### src/rtl/kl8e_tx.sv
// kl8e_tx: printer half of the KL8E console interface for the PDP-8/e core.
// Decodes printer IOTs in the F1 (skip) and F3 (action) phases, serialises
// AC[4:11] LSB first as 8N1/8N2 async on txd, keeps the printer flag and
// raises a registered interrupt request.
// Bit numbering: instruction and ac are [0:11] with bit 0 the MSB (PDP-8 order).
`timescale 1ns/1ps
module kl8e_tx #(
    parameter logic [5:0] DEV       = 6'o04,
    parameter int         CLK_FREQ  = 50000000,
    parameter int         BAUD      = 9600,
    parameter int         STOP_BITS = 1,
    parameter logic [4:0] F1_STATE  = 5'd1,
    parameter logic [4:0] F3_STATE  = 5'd3
) (
    input  logic        clk,
    input  logic        reset,
    input  logic [0:11] instruction,
    input  logic [4:0]  state,
    input  logic [0:11] ac,
    input  logic        UF,
    input  logic        clear,
    input  logic        kie,
    output logic        txd,
    output logic        tx_flag,
    output logic        busy,
    output logic        irq,
    output logic        mskip
);
    localparam int DIV      = CLK_FREQ / BAUD;
    localparam int STOP_LEN = STOP_BITS * DIV;
    localparam int BW       = $clog2(STOP_LEN);
    localparam logic [BW-1:0] BIT_LAST  = BW'(DIV - 1);
    localparam logic [BW-1:0] STOP_LAST = BW'(STOP_LEN - 1);

    typedef enum logic [1:0] {S_IDLE, S_START, S_DATA, S_STOP} tx_state_t;

    tx_state_t     fsm_q, fsm_d;
    logic [BW-1:0] bcnt_q, bcnt_d;
    logic [2:0]    bit_q, bit_d;
    logic [7:0]    shift_q, shift_d;
    logic [7:0]    hold_q, hold_d;
    logic          hold_full_q, hold_full_d;
    logic          flag_q, flag_d;
    logic          mskip_q, mskip_d;
    logic          irq_q;
    logic          frame_done;
    logic          direct_load;

    // IOT decode
    logic [2:0] op;
    logic       iot_hit, in_f1, in_f3, load;
    logic [7:0] load_data;
    logic       unused_ac;

    assign op        = instruction[9:11];
    assign iot_hit   = (instruction[0:2] == 3'b110) && (instruction[3:8] == DEV) && !UF;
    assign in_f1     = (state == F1_STATE);
    assign in_f3     = (state == F3_STATE);
    assign load      = iot_hit && in_f3 && ((op == 3'd4) || (op == 3'd6));
    assign load_data = ac[4:11];
    assign unused_ac = ^ac[0:3];

    // Frame sequencing: next FSM state, baud/bit counters, shifter and holding register.
    // A load goes straight to the shifter when the line is free (IDLE, or the last
    // stop cycle with nothing queued); otherwise it overwrites the holding register.
    always_comb begin
        fsm_d       = fsm_q;
        bcnt_d      = bcnt_q;
        bit_d       = bit_q;
        shift_d     = shift_q;
        hold_d      = hold_q;
        hold_full_d = hold_full_q;
        frame_done  = 1'b0;
        direct_load = 1'b0;
        case (fsm_q)
            S_IDLE: begin
                direct_load = 1'b1;
                if (load) begin
                    fsm_d   = S_START;
                    bcnt_d  = BIT_LAST;
                    shift_d = load_data;
                end
            end
            S_START: begin
                if (bcnt_q == '0) begin
                    fsm_d  = S_DATA;
                    bcnt_d = BIT_LAST;
                    bit_d  = 3'd0;
                end else begin
                    bcnt_d = bcnt_q - 1'b1;
                end
            end
            S_DATA: begin
                if (bcnt_q == '0) begin
                    shift_d = {1'b0, shift_q[7:1]};
                    if (bit_q == 3'd7) begin
                        fsm_d  = S_STOP;
                        bcnt_d = STOP_LAST;
                    end else begin
                        bcnt_d = BIT_LAST;
                        bit_d  = bit_q + 3'd1;
                    end
                end else begin
                    bcnt_d = bcnt_q - 1'b1;
                end
            end
            S_STOP: begin
                if (bcnt_q == '0) begin
                    if (hold_full_q) begin
                        fsm_d       = S_START;
                        bcnt_d      = BIT_LAST;
                        shift_d     = hold_q;
                        hold_full_d = 1'b0;
                    end else begin
                        direct_load = 1'b1;
                        if (load) begin
                            fsm_d   = S_START;
                            bcnt_d  = BIT_LAST;
                            shift_d = load_data;
                        end else begin
                            fsm_d      = S_IDLE;
                            frame_done = 1'b1;
                        end
                    end
                end else begin
                    bcnt_d = bcnt_q - 1'b1;
                end
            end
            default: fsm_d = S_IDLE;
        endcase
        if (load && !direct_load) begin
            hold_d      = load_data;
            hold_full_d = 1'b1;
        end
    end

    // Flag and skip: completion sets the flag last so a same-edge TCF cannot lose it.
    always_comb begin
        flag_d  = flag_q;
        mskip_d = mskip_q;
        if (iot_hit && in_f3) begin
            case (op)
                3'd0:       flag_d = 1'b1;
                3'd2, 3'd6: flag_d = 1'b0;
                default:    flag_d = flag_q;
            endcase
        end
        if (frame_done)
            flag_d = 1'b1;
        if (in_f3)
            mskip_d = 1'b0;
        else if (iot_hit && in_f1 &&
                 (((op == 3'd1) && flag_q) || ((op == 3'd5) && flag_q && kie)))
            mskip_d = 1'b1;
    end

    // State register; reset and clear abort any frame and empty the holding register.
    always_ff @(posedge clk) begin
        if (!reset || clear) begin
            fsm_q       <= S_IDLE;
            bcnt_q      <= '0;
            bit_q       <= 3'd0;
            shift_q     <= 8'h00;
            hold_q      <= 8'h00;
            hold_full_q <= 1'b0;
            flag_q      <= 1'b0;
            mskip_q     <= 1'b0;
            irq_q       <= 1'b0;
        end else begin
            fsm_q       <= fsm_d;
            bcnt_q      <= bcnt_d;
            bit_q       <= bit_d;
            shift_q     <= shift_d;
            hold_q      <= hold_d;
            hold_full_q <= hold_full_d;
            flag_q      <= flag_d;
            mskip_q     <= mskip_d;
            irq_q       <= flag_q & kie;
        end
    end

    // Line driver: mark when idle or in stop, space for start, shifter LSB for data.
    always_comb begin
        case (fsm_q)
            S_START: txd = 1'b0;
            S_DATA:  txd = shift_q[0];
            default: txd = 1'b1;
        endcase
    end

    assign tx_flag = flag_q;
    assign busy    = (fsm_q != S_IDLE) || hold_full_q;
    assign irq     = irq_q;
    assign mskip   = mskip_q;
endmodule
### config.mk
export PLATFORM = sky130hd
export DESIGN_NAME = kl8e_tx
export DESIGN_NICKNAME = d
export VERILOG_FILES = /design/src/rtl/kl8e_tx.sv
export SDC_FILE = /design/constraint.sdc
export NUM_CORES = 1
export LEC_CHECK = 0
export CAP_MARGIN = 40
export CORE_ASPECT_RATIO = 2
export CORE_MARGIN = 8
export CORE_UTILIZATION = 53
export CTS_CLUSTER_DIAMETER = 200
export CTS_CLUSTER_SIZE = 16
export DETAILED_ROUTE_END_ITERATION = 6
export HOLD_SLACK_MARGIN = 0.08
export PLACE_DENSITY_LB_ADDON = 0.3
export SLEW_MARGIN = 20
export SYNTH_ARGS = -nofsm -noshare
export SYNTH_HDL_FRONTEND = slang
export SYNTH_SLANG_ARGS = --single-unit
### constraint.sdc
create_clock -name clk -period 2.93 [get_ports clk]
set_input_delay 0.879 -clock clk [delete_from_list [all_inputs] [get_ports clk]]
set_output_delay 0.879 -clock clk [all_outputs]
set_load 0.02 [all_outputs]
==> key figures <==
Routing
  – Pre-Repair DR Iteration Count: 4
  – DRT iter0 DRCs: 138
  – Wire per inst: 17.8 um
  – Via count: 2370
  – DRC viols: 0
  – Routed WL: 6.56 mm
  – Via density: 6.42
  – Routed Antenna Nets: 0

Status
  – Outcome: completed

Logic synthesis
  – Prevailing post-synth register cell: dfxtp_1
  – Syn nets: 320
  – Cells after Synth: 278
  – Netlist cell types: 64
  – Synth warnings: 0
  – Post-synth EDFFs: 0
  – Synthesized area: 2320 sq um
  – Synthesized area per cell: 8.36 sq um
  – #FFs+latches synth: 38
  – Seq/Total Area, Yosys: 32.7%
  – Post-synth ARST share: 0%

Cells and area
  – # diodes: 0
  – Fill count: 377
  – P&R area growth vs syn: 22.5%
  – Most common cell after layout, fill and taps aside: dfxtp_1
  – Commonest non-fill, non-tap cells in the layout: dfxtp_1, clkdlybuf4s50_1, a21oi_1, o21ai_0, nor2_1
  – Layout Cells excl Fill: 369
  – Share of cells above drive strength 1: 10.8%
  – Net count, final: 356

Global route
  – Vias in the first global route: 2339
  – GR Overflow Total: 0
  – Largest net degree at the start of global routing: 26
  – Initial antenna violation count: 0
  – Global-route wire length before repair: 10.7 mm
  – Total track usage: 19.0%

Timing
  – Hold Vio Cnt, Final: 0
  – Pins Over Slew Limit: 0
  – Rel. slew slack: 58.3%
  – Minimum clock period: 2760 ps
  – Measured slew at the worst slew-check pin: 621 ps
  – Fmax: 362 MHz
  – Total negative slack: 0 ps
  – Final Cycle Share: 94.2%
  – Endpoints failing setup: 0
  – Hold WS: 456 ps
  – Clock skew: 9.28 ps
  – RSZ-0062 raised after global routing: false

Power
  – Power per cell area: 337 nW/um^2
  – Worst vdd ir: 382 uV
  – Total Power: 0.000959 W
  – Leakage Power: 1.08 nW

Clock network
  – CTS root buf: clkbuf_8
  – Deepest clock path buffer count: 2
  – Max H-tree Level: 2
  – Post_cts resized: 0
  – Clk Latency, worst-skew pair: 290 ps
  – CTS Sinks: 38
  – Clock buffer count from CTS: 5
  – Hold buffers post-CTS: 0
  – CTS tree: built
  – Clock slew at reported path FFs: 80 ps
  – Setup Fix Bufs, Post-CTS: 0

Job
  – Max-capacitance violation count: 0

Setup path
  – Critical path type: flip-flop to output port
  – R2R setup slack: 580 ps
  – Arrival time at the worst endpoint: 1880 ps
  – Top fanout value on the critical path: 6
  – Reg2reg path depth: 7
  – CP Capture Type: output port
  – CP Launch Type: flip-flop
  – Data required, critical path: 2050 ps

Worst hold path
  – Hold depth: 2
  – Hold crit path type: flip-flop to flip-flop

Floorplanning
  – IO Pins: 39
  – Core Region: 4300 sq um
  – Initial Utilization: 54.1%
  – Die span in x: 62.8 um
  – Chip height: 110 um
  – Row cnt: 34
  – Full die area: 6890 sq um

Placement
  – Placed cells: 361
  – Count of input and output buffers: 34
  – Hpwl dp: 4.81 mm
  – GP Congestion: 0.950
-- final cells by class --
type	instances	area (sq um)	area share, %
clock buffers	6	82.6	2.90
clock inverters	2	12.5	0.439
inverters	7	26.3	0.923
multi-input cells	216	1460	51.1
flip-flops and latches	38	761	26.7
well taps	54	67.6	2.37
repair buffers	46	443	15.6
-- critical path: stages (launching register included) --
cell             delay [ps]
dfxtp_1                 470
inv_1                   100
ha_1                    240
mux2i_1                 150
clkdlybuf4s50_1         620
-- flip-flops by register name (all words and copies together) (netlist names) --
| register | flops |
|---|---|
| bcnt_q | 13 |
| hold_q | 8 |
| shift_q | 8 |
| bit_q | 3 |
| fsm_q | 2 |
| hold_full_q | 1 |
| irq | 1 |
| mskip | 1 |
| tx_flag | 1 |
-- cells in the mapped netlist, drive strengths merged, types with 5 or more instances --
cell,instances,area (sq um)
nor4b,5,50.0
clkbuf,11,41.3
a31oi,11,68.8
nand3,11,55.1
inv,6,22.5
o221ai,8,70.1
dfxtp,38,761
nand2b,12,75.1
nor3,9,56.3
a22oi,8,60.1
nand2,12,45.0
ha,8,100
o21ai,23,115
nor2,19,71.3
a21oi,27,139
buf,6,41.3
-- power breakdown --
group / switching [W] / internal [W] / total (W)
Sequential: 0.00000000144 / 0.000516 / 0.000516
Combinational: 0.0000220 / 0.0000412 / 0.0000632
Clock: 0.000191 / 0.000189 / 0.000380
Total: 0.000213 / 0.000746 / 0.000959
-- through the flow --
step	util [%]	setup slack (ps)	cell area, sq um
after floorplan	-	606	2320
after global placement	64.1	137	2750
after detailed placement	64.1	96.5	2750
after CTS	66.3	165	2850
after global routing	66.3	97.0	2850
final	66.3	171	2850
-- per-layer routing --
metal | vias to the layer above | track usage (%) | routed length [um]
met3 | 19 | 2.86 | 272
met5 | - | 0 | 0
li1 | 1151 | - | -
met2 | 67 | 39.5 | 3730
met4 | 0 | 9.20 | 203
met1 | 1133 | 17.1 | 2350
-- logic make-up after synthesis --
family,after synthesis,synth area share [%]
AOI/OAI and AO/OA,105,30.2
xor gates and xnor gates,1,0.377
adders and majority gates,8,4.31
buffers and inverters,24,4.68
DFF,38,32.7
muxes,4,1.94
and+or+nand+nor,98,25.8
-- worst paths after layout --
check,startpoint,to
hold / removal,bit_q[1],bit_q[1]
setup reg to reg,fsm_q[0],bcnt_q[6]
hold reg to reg,bit_q[1],bit_q[1]
setup / recovery,fsm_q[0],txd
Note: power is estimated with default switching activity, not from simulation.
